## src/rtl/pipeline_sequencer_pkg.sv

```systemverilog
// -----------------------------------------------------------------------------
// pipeline_sequencer_pkg
// Shared definitions for the five-stage pipeline execution controller:
// state codes, debug command codes, default parameter values and a small
// helper that tells whether a state enables the pipeline registers.
// -----------------------------------------------------------------------------
package pipeline_sequencer_pkg;

    typedef enum logic [2:0] {
        ST_IDLE   = 3'd0,
        ST_RUN    = 3'd1,
        ST_STEP   = 3'd2,
        ST_HALTED = 3'd3,
        ST_FLUSH  = 3'd4
    } state_e;

    // Command codes 5..7 are reserved and ignored by the sequencer.
    localparam logic [2:0] CMD_NOP   = 3'd0;
    localparam logic [2:0] CMD_RUN   = 3'd1;
    localparam logic [2:0] CMD_STEP  = 3'd2;
    localparam logic [2:0] CMD_STOP  = 3'd3;
    localparam logic [2:0] CMD_FLUSH = 3'd4;

    localparam int DEF_COUNTER_SIZE = 32;
    localparam int DEF_FLUSH_CYCLES = 5;
    localparam int DEF_PC_SIZE      = 32;

    function automatic logic state_enables(input state_e s);
        return (s == ST_RUN) || (s == ST_STEP);
    endfunction

endpackage

```

## src/rtl/pipeline_sequencer_if.sv

```systemverilog
// -----------------------------------------------------------------------------
// pipeline_sequencer_if
// Debug-unit command handshake. A command is taken on a clock edge where
// cmd_valid and cmd_ready are both high.
//   cmd_valid : command strobe            (master -> slave)
//   cmd       : 3-bit command code        (master -> slave)
//   cmd_ready : sequencer can take a cmd  (slave  -> master)
// -----------------------------------------------------------------------------
interface pipeline_sequencer_if;
    logic       cmd_valid;
    logic [2:0] cmd;
    logic       cmd_ready;

    modport master (output cmd_valid, output cmd, input  cmd_ready);
    modport slave  (input  cmd_valid, input  cmd, output cmd_ready);
endinterface

```

## src/rtl/pipeline_sequencer_sat_counter.sv

```systemverilog
// -----------------------------------------------------------------------------
// sat_counter
// Up-counter with synchronous clear and enable that sticks at all ones.
//   i_clk    : clock
//   i_clear  : synchronous clear (wins over enable)
//   i_enable : count this cycle
//   o_count  : current count
// -----------------------------------------------------------------------------
module sat_counter #(
    parameter int WIDTH = 32
) (
    input  logic             i_clk,
    input  logic             i_clear,
    input  logic             i_enable,
    output logic [WIDTH-1:0] o_count
);

    logic [WIDTH-1:0] r_count;

    function automatic logic [WIDTH-1:0] sat_inc(input logic [WIDTH-1:0] v);
        return (&v) ? v : v + WIDTH'(1);
    endfunction

    always_ff @(posedge i_clk) begin
        if (i_clear) begin
            r_count <= '0;
        end else if (i_enable) begin
            r_count <= sat_inc(r_count);
        end
    end

    assign o_count = r_count;

endmodule

```

## src/rtl/pipeline_sequencer.sv

```systemverilog
// -----------------------------------------------------------------------------
// pipeline_sequencer
// Execution controller for the five-stage pipeline. Drives the common enable
// and synchronous flush of all pipeline registers; runs, single-steps or stops
// the pipeline on HALT, and counts enabled cycles.
//
// Ports:
//   i_clk, i_reset   : clock, synchronous active-high reset
//   io_cmd           : debug command handshake (slave side)
//   i_halt           : HALT flag at the MEM/WB register input
//   o_enable         : enable to every pipeline register
//   o_flush          : synchronous clear to every pipeline register
//   o_done           : one-cycle completion pulse
//   o_state          : current state code
//   o_cycle_count    : enabled cycles since last flush or reset
// Optional (macro PIPELINE_SEQUENCER_BREAKPOINT_EN):
//   i_pc, i_bp_addr, i_bp_valid : breakpoint compare at IF
//   o_bp_hit                    : one-cycle pulse on a breakpoint stop
// -----------------------------------------------------------------------------
module pipeline_sequencer
    import pipeline_sequencer_pkg::*;
#(
    parameter int COUNTER_SIZE = DEF_COUNTER_SIZE,
    parameter int FLUSH_CYCLES = DEF_FLUSH_CYCLES,
    parameter int PC_SIZE      = DEF_PC_SIZE
) (
    input  logic                    i_clk,
    input  logic                    i_reset,
    pipeline_sequencer_if.slave     io_cmd,
    input  logic                    i_halt,
`ifdef PIPELINE_SEQUENCER_BREAKPOINT_EN
    input  logic [PC_SIZE-1:0]      i_pc,
    input  logic [PC_SIZE-1:0]      i_bp_addr,
    input  logic                    i_bp_valid,
    output logic                    o_bp_hit,
`endif
    output logic                    o_enable,
    output logic                    o_flush,
    output logic                    o_done,
    output logic [2:0]              o_state,
    output logic [COUNTER_SIZE-1:0] o_cycle_count
);

    localparam int             FW         = (FLUSH_CYCLES > 1) ? $clog2(FLUSH_CYCLES) : 1;
    localparam logic [FW-1:0]  FLUSH_LOAD = FW'(FLUSH_CYCLES - 1);

    if (COUNTER_SIZE < 1 || FLUSH_CYCLES < 1 || PC_SIZE < 1) begin : g_param_check
        $error("pipeline_sequencer: parameters must be positive");
    end

    state_e         r_state;
    state_e         w_next;
    logic           w_done_nxt;
    logic           w_ready;
    logic           w_accept;
    logic           w_enable;
    logic           w_flush_entry;
    logic           w_bp_match;
    logic           r_done;
    logic [FW-1:0]  r_flush_cnt;

    assign w_ready  = (r_state == ST_IDLE) || (r_state == ST_RUN) || (r_state == ST_HALTED);
    assign w_accept = io_cmd.cmd_valid && w_ready;
    assign w_enable = state_enables(r_state);

`ifdef PIPELINE_SEQUENCER_BREAKPOINT_EN
    logic r_bp_hit;
    assign w_bp_match = i_bp_valid && (i_pc == i_bp_addr);
`else
    assign w_bp_match = 1'b0;
`endif

    // Next state and the completion pulse to be registered with it.
    always_comb begin
        w_next     = r_state;
        w_done_nxt = 1'b0;
        case (r_state)
            ST_IDLE: begin
                if (w_accept) begin
                    if (io_cmd.cmd == CMD_RUN)        w_next = ST_RUN;
                    else if (io_cmd.cmd == CMD_STEP)  w_next = ST_STEP;
                    else if (io_cmd.cmd == CMD_FLUSH) w_next = ST_FLUSH;
                end
            end
            ST_RUN: begin
                // Halt outranks breakpoint, which outranks a debugger STOP.
                if (i_halt) begin
                    w_next     = ST_HALTED;
                    w_done_nxt = 1'b1;
                end else if (w_bp_match) begin
                    w_next     = ST_IDLE;
                    w_done_nxt = 1'b1;
                end else if (w_accept && io_cmd.cmd == CMD_STOP) begin
                    w_next = ST_IDLE;
                end
            end
            ST_STEP: begin
                w_next     = i_halt ? ST_HALTED : ST_IDLE;
                w_done_nxt = 1'b1;
            end
            ST_HALTED: begin
                if (w_accept && io_cmd.cmd == CMD_FLUSH) w_next = ST_FLUSH;
            end
            ST_FLUSH: begin
                if (r_flush_cnt == '0) begin
                    w_next     = ST_IDLE;
                    w_done_nxt = 1'b1;
                end
            end
            default: w_next = ST_IDLE;
        endcase
    end

    assign w_flush_entry = (w_next == ST_FLUSH) && (r_state != ST_FLUSH);

    always_ff @(posedge i_clk) begin
        if (i_reset) begin
            r_state     <= ST_IDLE;
            r_done      <= 1'b0;
            r_flush_cnt <= '0;
        end else begin
            r_state <= w_next;
            r_done  <= w_done_nxt;
            if (w_flush_entry) begin
                r_flush_cnt <= FLUSH_LOAD;
            end else if (r_state == ST_FLUSH && r_flush_cnt != '0) begin
                r_flush_cnt <= r_flush_cnt - FW'(1);
            end
        end
    end

`ifdef PIPELINE_SEQUENCER_BREAKPOINT_EN
    always_ff @(posedge i_clk) begin
        if (i_reset) begin
            r_bp_hit <= 1'b0;
        end else begin
            r_bp_hit <= (r_state == ST_RUN) && !i_halt && w_bp_match;
        end
    end
    assign o_bp_hit = r_bp_hit;
`endif

    // Count clears on the edge that enters FLUSH; pipeline is never enabled then.
    sat_counter #(.WIDTH(COUNTER_SIZE)) u_cycle_counter (
        .i_clk    (i_clk),
        .i_clear  (i_reset || w_flush_entry),
        .i_enable (w_enable),
        .o_count  (o_cycle_count)
    );

    assign io_cmd.cmd_ready = w_ready;
    assign o_enable         = w_enable;
    assign o_flush          = (r_state == ST_FLUSH);
    assign o_done           = r_done;
    assign o_state          = r_state;

endmodule

```

## src/flat_wrapper.sv

```systemverilog
// flat-port wrapper written by rule: the top's interface ports become plain ports
module pipeline_sequencer_flat import pipeline_sequencer_pkg::*;
#(
    parameter int COUNTER_SIZE = DEF_COUNTER_SIZE,
    parameter int FLUSH_CYCLES = DEF_FLUSH_CYCLES,
    parameter int PC_SIZE      = DEF_PC_SIZE
)
  (i_clk, i_reset, i_halt, o_enable, o_flush, o_done, o_state, o_cycle_count, io_cmd_cmd_valid, io_cmd_cmd, io_cmd_cmd_ready);
  pipeline_sequencer_if io_cmd_i ();
  input  logic i_clk;
  input  logic i_reset;
  input  logic i_halt;
  output logic o_enable;
  output logic o_flush;
  output logic o_done;
  output logic [2:0] o_state;
  output logic [COUNTER_SIZE-1:0] o_cycle_count;
  input wire logic [$bits(io_cmd_i.cmd_valid)-1:0] io_cmd_cmd_valid;
  input wire logic [$bits(io_cmd_i.cmd)-1:0] io_cmd_cmd;
  output wire logic [$bits(io_cmd_i.cmd_ready)-1:0] io_cmd_cmd_ready;
  assign io_cmd_i.cmd_valid = io_cmd_cmd_valid;
  assign io_cmd_i.cmd = io_cmd_cmd;
  assign io_cmd_cmd_ready = io_cmd_i.cmd_ready;
  pipeline_sequencer #(.COUNTER_SIZE(COUNTER_SIZE), .FLUSH_CYCLES(FLUSH_CYCLES), .PC_SIZE(PC_SIZE)) u_core (.i_clk(i_clk), .i_reset(i_reset), .io_cmd(io_cmd_i), .i_halt(i_halt), .o_enable(o_enable), .o_flush(o_flush), .o_done(o_done), .o_state(o_state), .o_cycle_count(o_cycle_count));
endmodule
```

## config.mk

```make
export PLATFORM = sky130hd
export DESIGN_NAME = pipeline_sequencer_flat
export DESIGN_NICKNAME = d
export VERILOG_FILES = /design/src/rtl/pipeline_sequencer_pkg.sv /design/src/rtl/pipeline_sequencer_if.sv /design/src/rtl/pipeline_sequencer_sat_counter.sv /design/src/rtl/pipeline_sequencer.sv /design/src/flat_wrapper.sv
export SDC_FILE = /design/constraint.sdc
export NUM_CORES = 1
export LEC_CHECK = 0
export CELL_PAD_IN_SITES_DETAIL_PLACEMENT = 1
export CELL_PAD_IN_SITES_GLOBAL_PLACEMENT = 1
export CORE_ASPECT_RATIO = 2
export CORE_MARGIN = 2
export CORE_UTILIZATION = 37
export CTS_BUF_LIST = sky130_fd_sc_hd__clkbuf_8 sky130_fd_sc_hd__clkbuf_16
export DETAILED_ROUTE_END_ITERATION = 6
export PLACE_DENSITY = 0.88
export SETUP_SLACK_MARGIN = 0.5
export SLEW_MARGIN = 10
export SYNTH_ARGS = -nofsm -noshare
export SYNTH_HDL_FRONTEND = slang
export SYNTH_SLANG_ARGS = --single-unit
```

## constraint.sdc

```tcl
create_clock -name i_clk -period 2.5 [get_ports i_clk]
set_input_delay 0.75 -clock i_clk [delete_from_list [all_inputs] [get_ports i_clk]]
set_output_delay 0.75 -clock i_clk [all_outputs]
set_load 0.02 [all_outputs]
```

==> out/results.env <==
POWER.DENSITY_nW_PER_UM2=434
DRT_PASS_1_ITERS=4
SYNTHESIS.YOSYS.WARNINGS=0
MAXCAP_VIOL_COUNT=0
YS_TOP_CELLS_BY_AREA='sky130_fd_sc_hd__dfxtp_1 38%, sky130_fd_sc_hd__a21oi_1 7.0%, sky130_fd_sc_hd__o31ai_1 5.1%'
RUN_STATUS='complete, no violations'
PORT-BUFFER-COUNT=45
H_TREE_LEVELS=2
CP-START-KIND='register'
MAX_SLEW_MARGIN_PCT=74.7
FLOORPLAN.INITIALDENSITY_PCT=38.2
DIE-WIDTH_UM=56.9
DIE_HEIGHT_UM=110
GLOBAL_ROUTE_WIRE_LENGTH_BEFORE_REPAIR_UM=10700
SETUP_VIOLATING_ENDPOINT_COUNT_IN_THE_FINAL_REPORT=0
FINAL_ESTIMATED_ROUTING_CONGESTION_IN_GLOBAL_PLACEMENT=0.875
CRIT_PATH_END='o_enable'
YOSYS.AREA.TOP_TYPE='sky130_fd_sc_hd__dfxtp_1'
PIN_COUNT=46
NETS=325
TIMING.CLOCK.SKEW_PS=4.78
FINALHOLDVIOLCOUNT=0
VIA_COUNT_OF_THE_FIRST_GLOBAL_ROUTING_PASS=2270
ENDPOINT_CLASS_OF_THE_CRITICAL_PATH='output pin'
MUXSHAREOFSYNTHAREA_PCT=1.93
GRT_SETUP_UNREPAIRED='true'
CTS_TREE='yes'
CLOCK-ROOT-BUFFER='sky130_fd_sc_hd__clkbuf_8'
YOSYSUNIQUECELLTYPES=47
SYNTH_SEQUENTIAL_AREA_RATIO_PCT=37.7
TIMING.FINAL.MAX_SLEW_VIOLATIONS=0
YOSYS-TOP-CELLS-COUNT='39 x sky130_fd_sc_hd__dfxtp_1, 29 x sky130_fd_sc_hd__a21oi_1, 19 x sky130_fd_sc_hd__nand2_1, 17 x sky130_fd_sc_hd__nor2_1'
SYNTH_FP_NETS=265
SYN-INSTANCE-COUNT=255
ROUTED_WIRE_LENGTH_PER_INSTANCE_UM=18.6
SYNTH.TOP_CELL.AREA_SHARE_PCT=37.7
DETAIL_ROUTE.VIAS_PER_CELL=6.12
AREA_GROWTH_PCT=40.6
GRT_MAX_DEGREE=21
CLKSLEWWORSTSETUPHOLDPATHS_PS=80
POST_SYNTH_INSTANCE_AREA_UM2=2070
TIMING.RR.END='u_core.u_cycle_counter.o_count[21]'
CRITICAL_PATH_CLASS='reg2out'
YS_ASYNC_SR_FRACTION_PCT=0
REPORT.POWER.TOTAL_mW=1.26
CLK-INSERTION-DELAY-LATE_PS=290
DR_TOTAL_VIAS=2296
WORST_SLEW_PIN_SLEW_PS=378
PERIOD_SHARE_PCT=82.7
DETAILED_PLACEMENT_WIRELENGTH_ESTIMATE_UM=4820
FINAL.MIN_CLOCK_PERIOD_PS=2070
GLOBALROUTETOTALUTIL_PCT=21.5
FINAL_LAYOUT_SIZE_SUFFIX_GT1_SHARE_PCT=20.6
ANT_NETS=0
OVERALL_OVERFLOW_REMAINING_AFTER_GLOBAL_ROUTE=0
CORE_REGION_AREA_UM2=5420
CTS_SINKS=39
SYNTH_ADDER_AREA_SHARE_PCT=1.81
WORST-R2R-CELL-COUNT=6
ANTENNA_VIOLATIONS_BEFORE_REPAIR=0
DRT_ITER0_DRC=82
TIMING.HOLD.WORST.CLASS='reg2reg'
CELLLEAKAGEPOWER_nW=1.17
YOSYSMOSTFREQUENTCELL='sky130_fd_sc_hd__dfxtp_1'
SYNTH_SEQ_CELLS=39
SETUP_TNS_PS=0
SYNTHESIS.AREA_PER_INSTANCE_UM2=8.13
SYNTHXORXNORAREAFRAC_PCT=1.69
WORSTPATHREQUIRED_PS=1750
SYNTH_ENABLE_FLOP_CELLS=0
PLACEMENT_ROWS=38
CRIT_PATH_MAX_FANOUT=4
CP-STARTPOINT='u_core.o_state[1]'
R2R_SETUP_SLACK_PS=500
LARGEST_FAMILY_OF_LOGIC_CELLS_BY_SYNTHESIZED_AREA='simple AND/OR/NAND/NOR gates'
ANTENNA-DIODE-COUNT=0
YS.FLOP_TYPE='sky130_fd_sc_hd__dfxtp_1'
CTS.PATH.MAX_BUFFERS=2
DIE-AREA_UM2=6250
ARRIVAL_TIME_WORST_ENDPOINT_PS=1320
R2R-START='u_core.u_cycle_counter.o_count[4]'
VDD_DROP_MAX_mV=0.436
ACHIEVABLE-FREQUENCY_MHz=484
FINAL_WL_UM=6970
SYNTH_COMPOUND_AREA_SHARE_PCT=21.4
NUMCTSBUFFERS=5
DRC=0
FRACTION_OF_THE_MAPPED_NETLIST_AREA_IN_SIMPLE_LOGIC_GATES_PCT=30.9
worst min path at each step:
| stage | from | endpoint | depth (start not counted) |
|---|---|---|---|
| finish | u_core.u_cycle_counter.o_count[1] | u_core.u_cycle_counter.o_count[1] | 2 |
| global route | u_core.u_cycle_counter.o_count[1] | u_core.u_cycle_counter.o_count[1] | 2 |
| CTS | u_core.u_cycle_counter.o_count[1] | u_core.u_cycle_counter.o_count[1] | 2 |
| detailed placement | u_core.u_cycle_counter.o_count[1] | u_core.u_cycle_counter.o_count[1] | 2 |
| global placement | u_core.r_flush_cnt[1] | u_core.r_flush_cnt[1] | 2 |
| floorplan | u_core.r_flush_cnt[1] | u_core.r_flush_cnt[1] | 2 |
metrics by stage:
stage	worst slack [ps]	hold WS (ps)	instances	util, %	cell area (µm²)
CTS	250	507	368	50.0	2710
finish	432	499	375	53.7	2910
floorplan	566	454	255	-	2080
detailed placement	147	498	360	48.6	2640
global route	405	526	375	53.7	2910
global placement	202	471	360	48.6	2640
critical path: stages (launching register included):
cell and delay (ps):
sky130_fd_sc_hd__dfxtp_2 370, sky130_fd_sc_hd__xor2_2 220, sky130_fd_sc_hd__nand2_1 140, sky130_fd_sc_hd__inv_2 120, sky130_fd_sc_hd__clkbuf_2 180
area by class of cell:
| type | instances | area (µm²) |
|---|---|---|
| multi-input cells | 194 | 1340 |
| clock inverters | 1 | 5.00 |
| flip-flops and latches | 39 | 798 |
| repair buffers | 64 | 576 |
| well taps | 60 | 75.1 |
| fillers | 662 | 2510 |
| inverters | 11 | 41.3 |
| clock buffers | 6 | 82.6 |
per-layer routing:
metal / wire, µm / track usage, %
met1: 2410 / 21.6
met2: 3970 / 41.2
met3: 245 / 2.82
met4: 348 / 11.5
met5: 0 / 0
state kept, by name, indices dropped and copies added (netlist names):
name	count
u_core.u_cycle_counter.o_count	32
u_core.o_state	3
u_core.r_flush_cnt	3
u_core.o_done	1
repair_timing:
item / 4_1_cts / 5_1_grt
pin swaps: 1 / 9
gates resized for setup: 47 / 45
hold buffers: 0 / 0
setup buffers: 1 / 6
setup endpoints to repair: 63 / 31
endpoints found under the hold margin: 0 / 0
gates cloned: 0 / 1
report_power, final:
part	internal (mW)	switching, mW	leakage [nW]
Combinational	0.0754	0.109	0.799
Sequential	0.630	0.0130	0.320
Clock	0.217	0.219	0.0470
Total	0.922	0.340	1.17
layout by cell type (no fill, tap or decap), types with 4 or more instances in the layout:
master	n
sky130_fd_sc_hd__dlymetal6s2s_1	4
sky130_fd_sc_hd__dfxtp_2	8
sky130_fd_sc_hd__nand4_1	6
sky130_fd_sc_hd__and4_1	4
sky130_fd_sc_hd__dlygate4sd2_1	35
sky130_fd_sc_hd__or4_1	12
sky130_fd_sc_hd__nor2_1	17
sky130_fd_sc_hd__or3_1	10
sky130_fd_sc_hd__inv_1	10
sky130_fd_sc_hd__nand3_1	14
sky130_fd_sc_hd__nand2_1	18
sky130_fd_sc_hd__o21ai_0	12
sky130_fd_sc_hd__o31ai_1	13
sky130_fd_sc_hd__clkbuf_8	6
sky130_fd_sc_hd__and4_2	4
sky130_fd_sc_hd__buf_4	17
sky130_fd_sc_hd__mux2i_1	4
sky130_fd_sc_hd__dfxtp_1	29
sky130_fd_sc_hd__a21oi_1	28
cells by family (layout without fill, tap and decap cells):
group           after synthesis  count (layout)
flops                        39              39
simple gates                110             110
buf+inv                      22              82
mux                           4               4
xor+xnor                      4               4
fa+ha+maj                     3               3
compound gates               73              73
(Power assumes the default switching activity.)
==> RTL change (config.mk and constraints unchanged) <==
`DEF_FLUSH_CYCLES`: 5 -> 4.
--- a/src/rtl/pipeline_sequencer_pkg.sv
+++ b/src/rtl/pipeline_sequencer_pkg.sv
@@ -22,7 +22,7 @@
     localparam logic [2:0] CMD_FLUSH = 3'd4;
 
     localparam int DEF_COUNTER_SIZE = 32;
-    localparam int DEF_FLUSH_CYCLES = 5;
+    localparam int DEF_FLUSH_CYCLES = 4;
     localparam int DEF_PC_SIZE      = 32;
 
     function automatic logic state_enables(input state_e s);
Check against the original RTL: not equivalent (Yosys sat finds a counterexample within 10 cycles, from zero or initial values and one cycle with i_reset high).
==> RTL change against the original RTL <==
Synthesized area grew 0.42%. Sequential share of layout area shrank 0.23 points. Worst setup slack gained 0.076 ns. Wire length grew 1.6%. Count of clock-buffer cells in the layout decreased by 1. Power rose by 26%. Global-route usage is 0.94 points higher. Design area decreased by 3.1%. Hold slack about the same. Sequential cell count shrank 1. Synthesized cell count decreased by 3.5%. Critical path type unchanged. Critical endpoint unchanged.
==> RTL change: results (changes against the original RTL) <==
| Metric | Value |
|---|---|
| Status | complete, no violations |
| First-pass GRT wire length | 11,000 µm (+2.7%) |
| Vias | 2,224 (-3.1%) |
| Port Buffers | 45 (unchanged) |
| Syn_nets | 255 (-3.8%) |
| Cell variety after synth | 49 (+4.3%) |
| Finished Layout Cells | 366 (-2.4%) |
| Total Wirelength | 7080 µm (+1.6%) |
| Worst-path fanout max | 5 (+1) |
| Area after DPL | 2620 µm² (-0.66%) |
| Vias in the first global route | 2,311 (+1.8%) |
| Critical Path Slowest Stage Cell | dfxtp_1 |
| Crit path launch | u_core.o_state[0] |
| Reg2Reg Setup Slack | 0.55 ns (+0.05 ns) |
| Psw | 438 µW (+29%) |
| Post-CTS Setup Bufs | 7 (+6) |
| Post-synthesis instance total | 246 (-3.5%) |
| Clk_skew | 0.0102 ns (+0.00541 ns) |
| Layout cells sized above 1 | 21.6% (+0.93 points) |
| Ant. Diodes | 0 (unchanged) |
| Max Freq | 502 MHz (+3.8%) |
| Nets | 314 (-3.4%) |
| Worst-margin pin slew | 0.767 ns (+0.389 ns) |
| Hold Slack | 0.500 ns (+0.000479 ns) |
| Worst vdd ir | 0.616 mV (+41%) |
| Final HPWL DP | 4560 µm (-5.2%) |
| Top post-synthesis cells by count | dfxtp_1 (38), a21oi_1 (29), o21ai_0 (20) |
| Largest net degree at the start of global routing | 17 (-19%) |
| Post-synthesis sequential area ratio | 36.6% (-1.1 points) |
| Static Leak | 1.15 nW (-1.5%) |
| Combinational group share of total power | 18.5% (+3.9 points) |
| Cells after DPL | 351 (-2.5%) |
| Worst r2r src | u_core.u_cycle_counter.o_count[0] |
| RR Endpoint | u_core.u_cycle_counter.o_count[2] |
| Routability Congestion | 0.794 (-9.2%) |
| Synth area leaders | dfxtp_1 (37%), a21oi_1 (7.0%), or3_1 (5.4%) |
| Crit path DAT | 1.24 ns (-0.08 ns) |
| Hold path startpoint | u_core.u_cycle_counter.o_count[9] |
| Skew-Pair Late Insertion Delay | 0.31 ns (+0.02 ns) |
| Internal cell power | 1.15 mW (+25%) |
| Seq group | 649 µW (+0.9%) |
| Detailed Route Iter0 Violations | 56 (-32%) |
## RTL change: cell types whose count changed after synthesis, moves of 6 or more
cell,unedited run,this run
nand4_1,6,12
o31ai_1,14,2
o21ai_0,13,20
or4_1,12,3
or3_1,10,18
## RTL change: metal layers
metal / up-vias / track usage (%) / part of all wire [%]
met3: 20 / 4.32 / 3.7
met4: 0 / 13.0 / 3.2
met1: 1095 / 20.3 / 34
met5: - / 0 / 0
li1: 1030 / - / -
met2: 79 / 44.3 / 59
## RTL change: kinds of logic after synthesis
family,after synthesis,share of synthesized area [%]
fa+ha+maj,2,1.20
buf+inv,20,6.25
mux,2,0.962
compound gates,67,20.1
xor+xnor,10,4.57
simple gates,107,30.3
flops,38,36.6
## RTL change: layout make-up
class	instances	area, µm²
well taps	60	75.1
inverters	7	26.3
clock buffers	5	68.8
fillers	678	2600
repair buffers	65	559
flip-flops and latches	38	767
multi-input cells	188	1260
clock inverters	3	68.8
